### src/rtl/sokoban_pkg.sv
// Shared board geometry, pacing constants, sprite ids and sequencer state
// encoding for the Sokoban board renderer.
package sokoban_pkg;

  localparam int COLS       = 16;
  localparam int ROWS       = 8;
  localparam int TILE_SHIFT = 2;
  localparam int STROBE_CYC = 2;
  localparam int DRAW_CYC   = 20;

  localparam int COL_W  = $clog2(COLS);
  localparam int ROW_W  = $clog2(ROWS);
  localparam int ADDR_W = ROW_W + COL_W;
  localparam int SPR_W  = 4;
  localparam int X_W    = 8;
  localparam int Y_W    = 7;

  localparam logic [SPR_W-1:0] SPR_FLOOR    = 4'd0;
  localparam logic [SPR_W-1:0] SPR_WALL     = 4'd1;
  localparam logic [SPR_W-1:0] SPR_BOX      = 4'd2;
  localparam logic [SPR_W-1:0] SPR_GOAL     = 4'd3;
  localparam logic [SPR_W-1:0] SPR_PLAYER   = 4'd4;
  localparam logic [SPR_W-1:0] SPR_BOX_GOAL = 4'd5;

  typedef enum logic [2:0] {
    ST_IDLE   = 3'd0,
    ST_FETCH  = 3'd1,
    ST_LATCH  = 3'd2,
    ST_STROBE = 3'd3,
    ST_WAIT   = 3'd4
  } seq_state_e;

endpackage

### src/rtl/board_render_sequencer_if.sv
// Bundle between the render sequencer, the tile-request source, the tile RAM
// read port and the sprite_draw command inputs.
interface board_render_sequencer_if;
  import sokoban_pkg::*;

  logic              tile_req;
  logic [COL_W-1:0]  tile_col;
  logic [ROW_W-1:0]  tile_row;
  logic              tile_ack;
  logic [ADDR_W-1:0] board_addr;
  logic [SPR_W-1:0]  board_data;
  logic [X_W-1:0]    x_out;
  logic [Y_W-1:0]    y_out;
  logic [SPR_W-1:0]  sprite_id;
  logic              begin_draw;

  // master = sequencer side
  modport master (
    input  tile_req, tile_col, tile_row, board_data,
    output tile_ack, board_addr, x_out, y_out, sprite_id, begin_draw
  );

  modport slave (
    output tile_req, tile_col, tile_row, board_data,
    input  tile_ack, board_addr, x_out, y_out, sprite_id, begin_draw
  );

endinterface

### src/rtl/draw_pacer.sv
// Count-down timer covering the strobe and draw-wait phases of one draw
// command; loaded once per tile, flags strobe window and end of wait.
module draw_pacer #(
  parameter int STROBE_CYC = 2,
  parameter int DRAW_CYC   = 20
) (
  input  logic i_clk,
  input  logic i_resetn,
  input  logic i_load,
  output logic o_strobe_active,
  output logic o_strobe_last,
  output logic o_wait_done
);

  localparam int TOTAL = STROBE_CYC + DRAW_CYC;
  localparam int CNT_W = $clog2(TOTAL);
  localparam logic [CNT_W-1:0] LOAD_VAL = CNT_W'(TOTAL - 1);
  localparam logic [CNT_W-1:0] WAIT_TOP = CNT_W'(DRAW_CYC);

  logic [CNT_W-1:0] r_cnt;
  logic             r_run;

  // Counts TOTAL-1 down to 0: the top STROBE_CYC values are the strobe window.
  always_ff @(posedge i_clk or negedge i_resetn) begin
    if (!i_resetn) begin
      r_cnt <= '0;
      r_run <= 1'b0;
    end else if (i_load) begin
      r_cnt <= LOAD_VAL;
      r_run <= 1'b1;
    end else if (r_run) begin
      if (r_cnt == '0) begin
        r_run <= 1'b0;
      end else begin
        r_cnt <= r_cnt - CNT_W'(1);
      end
    end
  end

  assign o_strobe_active = r_run && (r_cnt >= WAIT_TOP);
  assign o_strobe_last   = r_run && (r_cnt == WAIT_TOP);
  assign o_wait_done     = r_run && (r_cnt == '0);

endmodule

### src/rtl/board_render_sequencer.sv
// Walks the board tile RAM and issues paced, active-low draw commands to
// sprite_draw: full-board raster passes or single-tile redraws.
module board_render_sequencer
  import sokoban_pkg::*;
(
  input  logic i_clk,
  input  logic i_resetn,
  input  logic i_start_full,
  output logic o_busy,
  output logic o_frame_done,
  board_render_sequencer_if.master bus
);

  seq_state_e r_state;
  seq_state_e w_state_next;

  logic [COL_W-1:0] r_col;
  logic [ROW_W-1:0] r_row;
  logic             r_full;
  logic             r_pending;
  logic             r_frame_done;
  logic [X_W-1:0]   r_x;
  logic [Y_W-1:0]   r_y;
  logic [SPR_W-1:0] r_sprite;

  logic w_strobe_active;
  logic w_strobe_last;
  logic w_wait_done;
  logic w_go_full;
  logic w_go_tile;
  logic w_go_next;
  logic w_last_tile;
  logic w_busy;
  logic w_begin_draw;
  logic w_tile_ack;

  assign w_last_tile = (r_col == COL_W'(COLS - 1)) && (r_row == ROW_W'(ROWS - 1));

  draw_pacer #(
    .STROBE_CYC (STROBE_CYC),
    .DRAW_CYC   (DRAW_CYC)
  ) u_pacer (
    .i_clk           (i_clk),
    .i_resetn        (i_resetn),
    .i_load          (r_state == ST_LATCH),
    .o_strobe_active (w_strobe_active),
    .o_strobe_last   (w_strobe_last),
    .o_wait_done     (w_wait_done)
  );

  always_ff @(posedge i_clk or negedge i_resetn) begin
    if (!i_resetn) begin
      r_state <= ST_IDLE;
    end else begin
      r_state <= w_state_next;
    end
  end

  always_comb begin
    w_state_next = r_state;
    w_go_full    = 1'b0;
    w_go_tile    = 1'b0;
    w_go_next    = 1'b0;
    case (r_state)
      ST_IDLE: begin
        // A full redraw wins; the tile requester keeps holding its request.
        if (i_start_full) begin
          w_state_next = ST_FETCH;
          w_go_full    = 1'b1;
        end else if (bus.tile_req) begin
          w_state_next = ST_FETCH;
          w_go_tile    = 1'b1;
        end
      end
      ST_FETCH:  w_state_next = ST_LATCH;
      ST_LATCH:  w_state_next = ST_STROBE;
      ST_STROBE: if (w_strobe_last) w_state_next = ST_WAIT;
      ST_WAIT: begin
        if (w_wait_done) begin
          if (r_full) begin
            if (w_last_tile) begin
              w_state_next = ST_IDLE;
            end else begin
              w_state_next = ST_FETCH;
              w_go_next    = 1'b1;
            end
          end else if (r_pending || i_start_full) begin
            w_state_next = ST_FETCH;
            w_go_full    = 1'b1;
          end else begin
            w_state_next = ST_IDLE;
          end
        end
      end
      default: w_state_next = ST_IDLE;
    endcase
  end

  always_comb begin
    w_busy       = (r_state != ST_IDLE);
    w_begin_draw = !((r_state == ST_STROBE) && w_strobe_active);
    w_tile_ack   = (r_state == ST_IDLE) && bus.tile_req && !i_start_full;
  end

  always_ff @(posedge i_clk or negedge i_resetn) begin
    if (!i_resetn) begin
      r_col        <= '0;
      r_row        <= '0;
      r_full       <= 1'b0;
      r_pending    <= 1'b0;
      r_frame_done <= 1'b0;
      r_x          <= '0;
      r_y          <= '0;
      r_sprite     <= '0;
    end else begin
      r_frame_done <= (r_state == ST_WAIT) && w_wait_done && r_full && w_last_tile;

      if (w_go_full) begin
        r_col     <= '0;
        r_row     <= '0;
        r_full    <= 1'b1;
        r_pending <= 1'b0;
      end else if (w_go_tile) begin
        r_col  <= bus.tile_col;
        r_row  <= bus.tile_row;
        r_full <= 1'b0;
      end else if (w_go_next) begin
        if (r_col == COL_W'(COLS - 1)) begin
          r_col <= '0;
          r_row <= r_row + ROW_W'(1);
        end else begin
          r_col <= r_col + COL_W'(1);
        end
      end else if ((r_state == ST_WAIT) && (w_state_next == ST_IDLE)) begin
        r_full <= 1'b0;
      end

      // A full request during a single-tile draw is remembered, not dropped.
      if (i_start_full && (r_state != ST_IDLE) && !r_full && !w_go_full) begin
        r_pending <= 1'b1;
      end

      if (r_state == ST_LATCH) begin
        r_sprite <= bus.board_data;
        r_x      <= X_W'(r_col) << TILE_SHIFT;
        r_y      <= Y_W'(r_row) << TILE_SHIFT;
      end
    end
  end

  assign bus.board_addr = {r_row, r_col};
  assign bus.x_out      = r_x;
  assign bus.y_out      = r_y;
  assign bus.sprite_id  = r_sprite;
  assign bus.begin_draw = w_begin_draw;
  assign bus.tile_ack   = w_tile_ack;
  assign o_busy         = w_busy;
  assign o_frame_done   = r_frame_done;

endmodule
### src/flat_wrapper.sv
// flat-port wrapper written by rule: the top's interface ports become plain ports
module board_render_sequencer_flat import sokoban_pkg::*;
  (i_clk, i_resetn, i_start_full, o_busy, o_frame_done, bus_tile_req, bus_tile_col, bus_tile_row, bus_board_data, bus_tile_ack, bus_board_addr, bus_x_out, bus_y_out, bus_sprite_id, bus_begin_draw);
  board_render_sequencer_if bus_i ();
  input  logic i_clk;
  input  logic i_resetn;
  input  logic i_start_full;
  output logic o_busy;
  output logic o_frame_done;
  input wire logic [$bits(bus_i.tile_req)-1:0] bus_tile_req;
  input wire logic [$bits(bus_i.tile_col)-1:0] bus_tile_col;
  input wire logic [$bits(bus_i.tile_row)-1:0] bus_tile_row;
  input wire logic [$bits(bus_i.board_data)-1:0] bus_board_data;
  output wire logic [$bits(bus_i.tile_ack)-1:0] bus_tile_ack;
  output wire logic [$bits(bus_i.board_addr)-1:0] bus_board_addr;
  output wire logic [$bits(bus_i.x_out)-1:0] bus_x_out;
  output wire logic [$bits(bus_i.y_out)-1:0] bus_y_out;
  output wire logic [$bits(bus_i.sprite_id)-1:0] bus_sprite_id;
  output wire logic [$bits(bus_i.begin_draw)-1:0] bus_begin_draw;
  assign bus_i.tile_req = bus_tile_req;
  assign bus_i.tile_col = bus_tile_col;
  assign bus_i.tile_row = bus_tile_row;
  assign bus_i.board_data = bus_board_data;
  assign bus_tile_ack = bus_i.tile_ack;
  assign bus_board_addr = bus_i.board_addr;
  assign bus_x_out = bus_i.x_out;
  assign bus_y_out = bus_i.y_out;
  assign bus_sprite_id = bus_i.sprite_id;
  assign bus_begin_draw = bus_i.begin_draw;
  board_render_sequencer u_core (.i_clk(i_clk), .i_resetn(i_resetn), .i_start_full(i_start_full), .o_busy(o_busy), .o_frame_done(o_frame_done), .bus(bus_i));
endmodule
### config.mk
export PLATFORM = sky130hd
export DESIGN_NAME = board_render_sequencer_flat
export DESIGN_NICKNAME = d
export VERILOG_FILES = /design/src/rtl/sokoban_pkg.sv /design/src/rtl/board_render_sequencer_if.sv /design/src/rtl/draw_pacer.sv /design/src/rtl/board_render_sequencer.sv /design/src/flat_wrapper.sv
export SDC_FILE = /design/constraint.sdc
export NUM_CORES = 1
export LEC_CHECK = 0
export ABC_AREA = 1
export BUFFER_PORTS_ARGS = -buffer_cell sky130_fd_sc_hd__clkbuf_2
export CAP_MARGIN = 20
export CORE_ASPECT_RATIO = 2
export CORE_MARGIN = 5
export CORE_UTILIZATION = 45
export CTS_BUF_LIST = sky130_fd_sc_hd__clkbuf_8
export CTS_CLUSTER_DIAMETER = 60
export DETAILED_ROUTE_END_ITERATION = 12
export PLACE_DENSITY = 0.7
export SLEW_MARGIN = 20
export SYNTH_ARGS = -nofsm -noshare
export SYNTH_HDL_FRONTEND = slang
export SYNTH_SLANG_ARGS = --single-unit
export TNS_END_PERCENT = 30
### constraint.sdc
create_clock -name i_clk -period 1.8 [get_ports i_clk]
set_input_delay 0.18 -clock i_clk [delete_from_list [all_inputs] [get_ports i_clk]]
set_output_delay 0.18 -clock i_clk [all_outputs]
set_load 0.02 [all_outputs]
==> metrics.md <==
| Metric | Value |
|---|---|
| Status | finished clean |
| Unique masters post-synth | 31 |
| Initial antenna violation count | 0 |
| Commonest non-fill, non-tap cell in the layout | nand2_1 |
| Worst rel slew slack | 0.496 |
| Critical Path AT | 1480 ps |
| Worst r2r path cells | 9 |
| GR Overflow Total | 0 |
| Max-slew violation count | 0 |
| Peak supply drop | 0.000871 V |
| FF-to-FF End | u_core.r_row[2] |
| Initial DRC Count | 22 |
| DRC violation count after routing | 0 |
| Die ar. | 0.00520 mm^2 |
| Yosys warns | 0 |
| Worst-Skew Late Latency | 280 ps |
| Pwr per Cell Area | 1610 mW/mm^2 |
| IO Count | 45 |
| Area occupied by multi-input gates | 808 um^2 |
| Core area | 0.00365 mm^2 |
| Initial Util | 0.468 |
| Worst Tran Pin Value | 755 ps |
| Crit Path Category | register to output pin |
| Avg Inst Size Synth | 7.59 um^2 |
| Synthesized cell area | 0.00171 mm^2 |
| Critical path capture point type | output pin |
| I/O Buffers | 36 |
| Die height | 97.1 um |
| Crit path from | u_core.r_state[0] |
| Largest net degree at the start of global routing | 31 |
| Worst min path class | primary input to register |
| Worst Path Max Fanout | 8 |
| Crit path launch type | register |
| P_leak | 1.14 nW |
| Pre-CTS WS | 201 ps |
| RSZ-0062 raised after global routing | no |
| Final setup vio count | 0 |
| Global-route wire length before repair | 6730 um |
| Register area | 751 um^2 |
| Crit path top cell by count | nor2_4 |
| Cells after DPL | 309 |
| TritonCTS Buffers | 5 |
| Clock sinks | 30 |
| Routed wire length | 3880 um |
| Antenna cells | 0 |
| HPWL Detailed | 3060 um |
| GRT Total Usage | 0.171 |
| TritonCTS clock tree | yes |
| Synthesized instance count | 225 |
| Achievable Freq | 603 MHz |
| R2r startpoint | u_core.u_pacer.r_cnt[0] |
| Post-route insts no fill | 317 |
| Flops & latches, synth | 30 |
| Crit path to | bus_tile_ack |
| Req. time, crit path | 1620 ps |
| Clk slew on worst S/H paths | 60 ps |
| Register area share after synthesis | 0.440 |
| Routability cong. | 0.946 |
| TritonRoute pass-1 iters | 4 |
| Clock Tree Root | clkbuf_8 |
| Deepest clock path buffer count | 2 |
| Most frequent cells in the layout | nand2_1 (80), clkbuf_2 (36), dfrtp_1 (30), nor2_1 (20), inv_1 (18) |
| Number of routed nets with antenna violations | 0 |
| Tcrit/Tclk final | 0.921 |
| FF-to-FF setup slack | 180 ps |
| Final Worst Setup Slack | 143 ps |
| Worst Hold Slack | 93.8 ps |
| Max-Cap Viols | 0 |
| CTS HTree Levels | 2 |
| Vias/cell | 4.79 |
| CP max stage cell | dfrtp_1 |
| Vias in the first global route | 1,581 |
| Final Hold Viols | 0 |
| Count of filler cells inserted in the layout | 378 |
| Share of cells above drive strength 1 | 0.243 |
| Via count | 1,518 |
| # rows | 31 |
| Die X | 53.6 um |
| Wire per inst | 12.2 um |
| Clock Skews | 11.6 ps |
| Setup_tns | 0 ps |
| Synth-to-Final Area Change | 19.4% |
| Final Critical Period | 1660 ps |
| Max stage delay on crit path | 430 ps |
| Cells along the critical path | nor2_4 > nand2_4 > nor2_4 > buf_4 > clkbuf_2 |
| Layout net count | 288 |
## final cells by class
cell class	count	area share
clock buffers	6	0.0405
clock inverters	1	0.0147
inverters	25	0.0460
multi-input cells	166	0.396
flip-flops and latches	30	0.368
well taps	49	0.0301
repair buffers	40	0.104
## worst min path at each step
stage               slack, ps  depth (start not counted)         startpoint                       to
floorplan                -120                          0           i_resetn  u_core.bus.sprite_id[0]
global placement          280                          1           i_resetn  u_core.u_pacer.r_cnt[3]
detailed placement        290                          1           i_resetn  u_core.u_pacer.r_cnt[3]
CTS                        90                          3  bus_board_data[0]  u_core.bus.sprite_id[0]
global route              100                          3  bus_board_data[0]  u_core.bus.sprite_id[0]
finish                     90                          3  bus_board_data[0]  u_core.bus.sprite_id[0]
## synthesized netlist by cell type, drive strengths merged
cell    count  area, um^2
nand2      83         324
dfrtp      30         751
inv        24        90.1
nor2       24         110
nand3      18         100
o21ai      13        68.8
buf        11        81.3
ha          5        62.6
nand4       5        46.3
a21oi       3        18.8
clkinv      1        3.75
conb        1        3.75
nor3        1        5.00
nor4        1        6.26
o211ai      1        7.51
o22ai       1        6.26
o31ai       1        7.51
or2         1        6.26
xor2        1        8.76
## kinds of logic (layout without fill, tap and decap cells)
group,count (synthesis),count (layout),synth area share
simple gates,133,133,0.350
buf+inv,36,72,0.103
flops,30,30,0.440
compound gates,19,19,0.0637
fa+ha+maj,5,5,0.0366
other cells,1,8,0.00220
xor+xnor,1,1,0.00513
## registers in the layout, summed over array words and instances, names as in the netlist
name                  flops
u_core.u_pacer.r_cnt      5
u_core.bus.sprite_id      4
u_core.bus.x_out          4
u_core.r_col              4
u_core.bus.y_out          3
u_core.r_row              3
u_core.r_state            3
u_core.o_frame_done       1
u_core.r_full             1
u_core.r_pending          1
u_core.u_pacer.r_run      1
## repair_timing
action,in CTS,in global routing
setup buffers,0,0
hold buffers,1,0
gates resized for setup,0,0
hold endpoints to repair,30,0
## routing by layer
layer | routed length (um) | global-route usage | vias to the layer above
li1 | - | - | 778
met1 | 1470 | 0.181 | 687
met2 | 2090 | 0.303 | 43
met3 | 196 | 0.0323 | 10
met4 | 115 | 0.0866 | 0
met5 | 0 | 0 | -
## stage by stage
step                      utilization  total power [mW]  cell area, um^2
after floorplan                     -              2.17             1730
after global placement          0.526              2.59             1920
after detailed placement        0.526              2.62             1920
after CTS                       0.559              3.32             2040
after global routing            0.559              3.58             2040
final                           0.559              3.29             2040
## critical path: cells and delay by family, from the launching register on
family                 cells  cell delay [ps]
flip-flops                 1              430
AND/OR/NAND/NOR            3              410
buffers and inverters      2              350
## power by group
group | total (mW) | internal [mW] | switching [mW]
Sequential | 1.13 | 0.919 | 0.206
Clock | 0.695 | 0.442 | 0.253
Combinational | 1.47 | 0.485 | 0.985
(Power assumes the default switching activity.)
